===== config.mk =====
export PLATFORM = sky130hd
export DESIGN_NAME = matrix_stream_loader
export DESIGN_NICKNAME = d
export VERILOG_FILES = /design/src/rtl/matrix_stream_loader.sv
export SDC_FILE = /design/constraint.sdc
export NUM_CORES = 2
export LEC_CHECK = 0
export CAP_MARGIN = 20
export CORE_AREA = 5 5 624 626
export DETAILED_ROUTE_END_ITERATION = 12
export DIE_AREA = 0 0 629 631
export PLACE_DENSITY_LB_ADDON = 0.3
export REMOVE_ABC_BUFFERS = 1
export SYNTH_ARGS = -nofsm -noshare
export SYNTH_HDL_FRONTEND = slang
export SYNTH_SLANG_ARGS = --single-unit
export TNS_END_PERCENT = 1

===== constraint.sdc =====
create_clock -name clk -period 4.42 [get_ports clk]
set_clock_uncertainty 0.1 [all_clocks]
set_input_delay 0.884 -clock clk [delete_from_list [all_inputs] [get_ports clk]]
set_output_delay 0.884 -clock clk [all_outputs]
set_load 0.05 [all_outputs]

===== src/rtl/matrix_stream_loader.sv =====
// Stream-to-matrix front end: collects A then B elements from a valid/ready stream
// and presents a complete frame as packed A/B buses with a one-cycle vout pulse.
module matrix_stream_loader #(
    parameter int unsigned dsize = 8,
    parameter int unsigned rowsA = 10,
    parameter int unsigned colsA = 10,
    parameter int unsigned rowsB = 10,
    parameter int unsigned colsB = 10
) (
    input  logic                           clk,
    input  logic                           rst,
    input  logic [dsize-1:0]               s_data,
    input  logic                           s_valid,
    input  logic                           s_last,
    output logic                           s_ready,
    output logic                           vout,
    output logic [rowsA*colsA*dsize-1:0]   A,
    output logic [rowsB*colsB*dsize-1:0]   B,
    output logic                           err
);

    localparam int unsigned NA   = rowsA * colsA;
    localparam int unsigned NB   = rowsB * colsB;
    localparam int unsigned NMAX = (NA > NB) ? NA : NB;
    localparam int unsigned IW   = (NMAX > 1) ? $clog2(NMAX) : 1;

    typedef enum logic {
        LOAD_A = 1'b0,
        LOAD_B = 1'b1
    } state_t;

    state_t                     state;
    logic [IW-1:0]              idx;
    logic [NA-1:0][dsize-1:0]   asm_a;
    logic [NB-1:0][dsize-1:0]   asm_b;
    logic [NB-1:0][dsize-1:0]   b_merged;
    logic                       accept;
    logic                       last_a;
    logic                       last_b;
    logic                       wr_a;
    logic                       wr_b;

    assign accept = s_valid && s_ready;
    assign last_a = (idx == IW'(NA - 1));
    assign last_b = (idx == IW'(NB - 1));
    assign wr_a   = accept && (state == LOAD_A);
    assign wr_b   = accept && (state == LOAD_B);

    // The final B element goes straight to the output register, bypassing assembly.
    always_comb begin
        b_merged         = asm_b;
        b_merged[NB-1]   = s_data;
    end

    // Per-element assembly registers; a discarded partial frame may leave stale data.
    for (genvar e = 0; e < NA; e++) begin : g_asm_a
        always_ff @(posedge clk or negedge rst) begin
            if (!rst) begin
                asm_a[e] <= '0;
            end else if (wr_a && (idx == IW'(e))) begin
                asm_a[e] <= s_data;
            end
        end
    end

    for (genvar e = 0; e < NB; e++) begin : g_asm_b
        always_ff @(posedge clk or negedge rst) begin
            if (!rst) begin
                asm_b[e] <= '0;
            end else if (wr_b && (idx == IW'(e))) begin
                asm_b[e] <= s_data;
            end
        end
    end

    // Frame sequencing, framing checks and output registers.
    always_ff @(posedge clk or negedge rst) begin
        if (!rst) begin
            state   <= LOAD_A;
            idx     <= '0;
            s_ready <= 1'b0;
            vout    <= 1'b0;
            err     <= 1'b0;
            A       <= '0;
            B       <= '0;
        end else begin
            s_ready <= 1'b1;
            vout    <= 1'b0;
            err     <= 1'b0;
            if (accept) begin
                unique case (state)
                    LOAD_A: begin
                        if (s_last) begin
                            err <= 1'b1;
                            idx <= '0;
                        end else if (last_a) begin
                            idx   <= '0;
                            state <= LOAD_B;
                        end else begin
                            idx <= idx + IW'(1);
                        end
                    end
                    LOAD_B: begin
                        if (last_b) begin
                            if (s_last) begin
                                A    <= asm_a;
                                B    <= b_merged;
                                vout <= 1'b1;
                            end else begin
                                err <= 1'b1;
                            end
                            idx   <= '0;
                            state <= LOAD_A;
                        end else if (s_last) begin
                            err   <= 1'b1;
                            idx   <= '0;
                            state <= LOAD_A;
                        end else begin
                            idx <= idx + IW'(1);
                        end
                    end
                    default: begin
                        idx   <= '0;
                        state <= LOAD_A;
                    end
                endcase
            end
        end
    end

endmodule


# Yosys cells after proc, flatten, opt, wreduce, memory -nomap -nowiden
# Cells that the tools add are included.
# op_classes
add_sub_neg	1
eq_ne	99
mux	17
bitwise	1
reduce_logical	204
# op_table
op	n
7-bit == test, second input constant	36
7-bit by 6-bit == test with 1-bit output, second input constant	32
1-bit logical AND	202
7-bit by 5-bit == test with 1-bit output, second input constant	16
7-bit by 4-bit == test with 1-bit output, second input constant	8
7-bit by 3-bit == test with 1-bit output, second input constant	4
7-bit two-way mux	4
7-bit by 2-bit == test with 1-bit output, second input constant	2
7-bit one-hot mux with 2 select lines	1
1-bit two-way mux	10
7-bit by 1-bit adder with 7-bit output, second input constant	1
7-bit by 1-bit == test with 1-bit output, second input constant	1
7-bit zero test	1
1-bit one-hot mux with 2 select lines	2
4-bit AND reduction	1
1-bit NOT	1
# word_totals
reg_bits	3203
word_cells	528

# Logic depth before layout (Yosys ltp)
# depth
word_depth	4
mapped_depth	12

# Least setup slack after synthesis
# OpenSTA, ideal clock, no wires.
# synth_timing
path_kind	reg2reg
startpoint	register idx[0]
endpoint	register A[609]
setup_time_ns	0.127
arrival_time_ns	2.783
required_ns	4.193
setup_slack_ns	1.409
stages_incl_launch_ff	13
n_path_buf	7
period_less_slack_ns	3.011
path_cell_list	dfrtp_1 > ha_1 > buf_4 > or3b_1 > buf_2 > or3_1 > buf_2 > nor3_2 > buf_4 > buf_6 > buf_12 > buf_8 > mux2_1
# synth_via
elab_chain_cells	2
# synth_lines
element	line	source
start, declared	33	logic [IW-1:0] idx;
start signal, assigned	100	idx <= idx + IW'(1);
start signal, assigned	119	idx <= idx + IW'(1);
7-bit == test	-	
4-bit AND reduction (no source line)	-	
end signal, assigned	106	A <= asm_a;
end, declared	17	output logic [rowsA*colsA*dsize-1:0] A,
# Every way passes these cells.
# A chain may end at the register's enable or synchronous reset.

# Final worst setup path
# layout_timing
startpoint	register idx[2]
endpoint	register asm_a[689] in the netlist's numbering
# layout_via
elab_chain_cells	2
# layout_lines
element	line	source
7-bit == test	60	end else if (wr_a && (idx == IW'(e))) begin
1-bit logical AND	60	
end signal, assigned by index	61	asm_a[e] <= s_data;
end, declared	34	logic [NA-1:0][dsize-1:0] asm_a;
# Every way passes these cells.

==> metrics.txt <==
Mapped Area 0.120 sq mm; maximum root-to-sink buffer count 4; VDD IR-drop max 0.302 mV; first-pass GRT wire length 573000 um; CTS root buffer clkbuf_16; Detail Route Antenna Nets 0; die area 0.397 sq mm; Pleak 76.7 nW; grt total ovfl 0; min cycle time layout 3.58 ns; clock power share 48.5%; FMAX 280 MHz; worst reg2reg endpoint asm_a[689]$_DFFE_PN0P_; Slew HR 32.3%; Worst Setup EP asm_a[689]$_DFFE_PN0P_; cts hold-fix bufs 1; Post-DP Area 0.143 sq mm; FF-to-FF setup slack 0.84 ns; port bufs 1614; Avg Cell Area, Syn 16.9 sq um; antenna violations before repair 22; ys async rst share 100%; YS warnings 0; post-cts resize count 0; Die Span X 629 um; share of cells above drive strength 1 34.4%; TritonCTS clock tree built; Post-synth EDFFs 0; Tot GR Track Use 19.7%; worst-margin pin slew 1.02 ns; fin area 0.155 sq mm; Core Rows 228; WS Path Type reg2reg; final setup fails 0; Hold WC Path Type reg2reg; largest cells by area after synthesis dfrtp_1 (67%), mux2_2 (21%), mux2_1 (8.4%); routed vias 67800; launch point of the worst path idx[2]$_DFFE_PN0N_; total CTS buffers 350; period utilization 80.9%; height of the die 631 um; DRC errors left 0; Pre-Repair DR Iteration Count 5; Design Power 61.1 mW; Sw Ratio 22.8%; Gate power share 2.8%; vias per cell 4.73; prevailing post-synth register cell dfrtp_1; Sequential Power Share 48.7%; largest net degree at the start of global routing 140; post-placement cell count 13700; vias in the first global route 74600; Ports 1615; top-area cell type share of the netlist area 66.6%; routed wire length per instance 27.9 um; Yosys cell types 37; hold violation total from the final report 0; insertion delay to the later sink of the worst-skew pair 0.96 ns; area leader, netlist dfrtp_1; Post-Route Utilization 40.5%; Final nets 8989; unrepaired setup endpoints after global routing no; flops & latches, synth 3203; top-count cell post-synth dfrtp_1; Required @ worst endpoint 5.07 ns; Seq/Total Area, Yosys 66.6%; First DRT Iteration DRCs 3510; gpl congestion 0.810; Core Footprint 0.384 sq mm; Area Growth Syn to Fin 29.2%; Final Non-Filler Cells 14300; Post-DP HPWL 278000 um; R2R depth 6; Mapped Cells 7102; postcts setup bufs 0; critical path endpoint category flip-flop; max-cap violation count 0; internal cell power 47.1 mW; top fanout value on the critical path 10; Layout fillers 34900; outcome complete, no violations; CTS clk-pin slew, worst paths 0.06 ns; number of max-slew violations in the final report 0; Total Neg Setup Slack 0 ns; Num Clock Sinks 3203; Net Switching 13.9 mW; crit path DAT 4.23 ns; H-tree Lvls 5; top cells by count, synth dfrtp_1 (3203), mux2_2 (2292), mux2_1 (900); Starting Density 31.3%; launching point of the worst reg2reg path idx[2]$_DFFE_PN0N_; CP Launch Type flip-flop; PwrDens 393 mW/mm^2; routed wire length 400000 um
final cells by class:
type / instances / area, sq um / area share, %
antenna: 21 / 52.6 / 0.0338
clock buffer: 522 / 10300 / 6.64
clock inverter: 116 / 1500 / 0.968
inverter: 4 / 15.0 / 0.00966
multi-input combinational: 3489 / 37400 / 24.1
sequential: 3203 / 80200 / 51.6
tap: 5060 / 6330 / 4.08
timing repair buffer: 1924 / 19600 / 12.6
cells by family (layout without fill, tap and decap cells):
kind of cell,after synthesis,count (layout),synth area share (%)
AO/OA/AOI/OAI,15,15,0.0801
adder cells (fa/ha/maj),5,5,0.0520
buffers and inverters,410,2566,2.34
flip-flops,3203,3203,66.6
multiplexers,3192,3192,29.9
other,1,22,0.00312
AND/OR/NAND/NOR,276,276,0.996
through the flow:
step / worst slack [ns] / hold WS (ns)
after detailed placement: 0.411 / 0.370
after CTS: 0.582 / 0.325
after global placement: 0.367 / 0.365
after floorplan: -65.53 / 0.359
after global routing: 0.593 / 0.336
final: 0.843 / 0.333
layer usage:
layer	GRT usage, %	share of wire [%]	vias up
met5	0	0	-
met4	9.29	5.6	0
li1	-	-	28700
met2	33.5	49	1661
met3	4.54	5.6	644
met1	23.8	40	36800
worst min-delay path by stage:
stage | from | depth (start not counted) | to | slack (ns)
6_report | asm_b[605]$_DFFE_PN0P_ | 1 | B[605]$_DFFE_PN0P_ | 0.33
4_1_cts | asm_a[724]$_DFFE_PN0P_ | 1 | A[724]$_DFFE_PN0P_ | 0.32
5_1_grt | asm_b[605]$_DFFE_PN0P_ | 1 | B[605]$_DFFE_PN0P_ | 0.34
3_5_place_dp | asm_b[125]$_DFFE_PN0P_ | 1 | B[125]$_DFFE_PN0P_ | 0.37
3_3_place_gp | asm_b[108]$_DFFE_PN0P_ | 1 | B[108]$_DFFE_PN0P_ | 0.37
2_1_floorplan | asm_a[609]$_DFFE_PN0P_ | 1 | A[609]$_DFFE_PN0P_ | 0.36
cell usage in the layout (no fill, tap or decap), types with 4 or more instances in the layout:
cell,Yosys,routed
clkinv_2,0,64
clkbuf_16,0,351
inv_1,4,4
nor2_1,119,117
o21ai_0,7,7
mux2_2,2292,2292
mux2_1,900,900
clkinv_4,0,4
nand3_1,13,11
clkdlybuf4s50_1,0,1605
dfrtp_1,3203,3203
clkbuf_1,217,82
clkbuf_8,0,97
buf_12,9,85
bufinv_16,0,14
and3_1,5,5
nand2_1,102,99
ha_1,5,5
inv_6,0,6
inv_16,0,7
diode_2,0,21
and2_1,15,13
buf_4,3,223
clkinv_16,0,16
critical path, stage by stage, from the launching register on:
cell	delay, ns
dfrtp_1	0.51
buf_4	0.20
nor2b_2	0.45
nand2_1	0.62
nor2_1	0.83
buf_4	0.34
mux2_2	0.35
registers in the layout, indices dropped and copies added (netlist names):
name	count
A	800
B	800
asm_a	800
asm_b	792
idx	7
err	1
s_ready	1
state	1
vout	1
power groups by stage:
stage          logic, mW  registers (mW)  clock network (mW)
2_1_floorplan      0.306            30.2                   0
3_3_place_gp        1.75            30.2                   0
3_5_place_dp        1.80            30.3                   0
4_1_cts             1.80            29.7                30.4
5_1_grt             1.91            29.7                31.6
6_report            1.71            29.7                29.6
(Power assumes the default switching activity.)
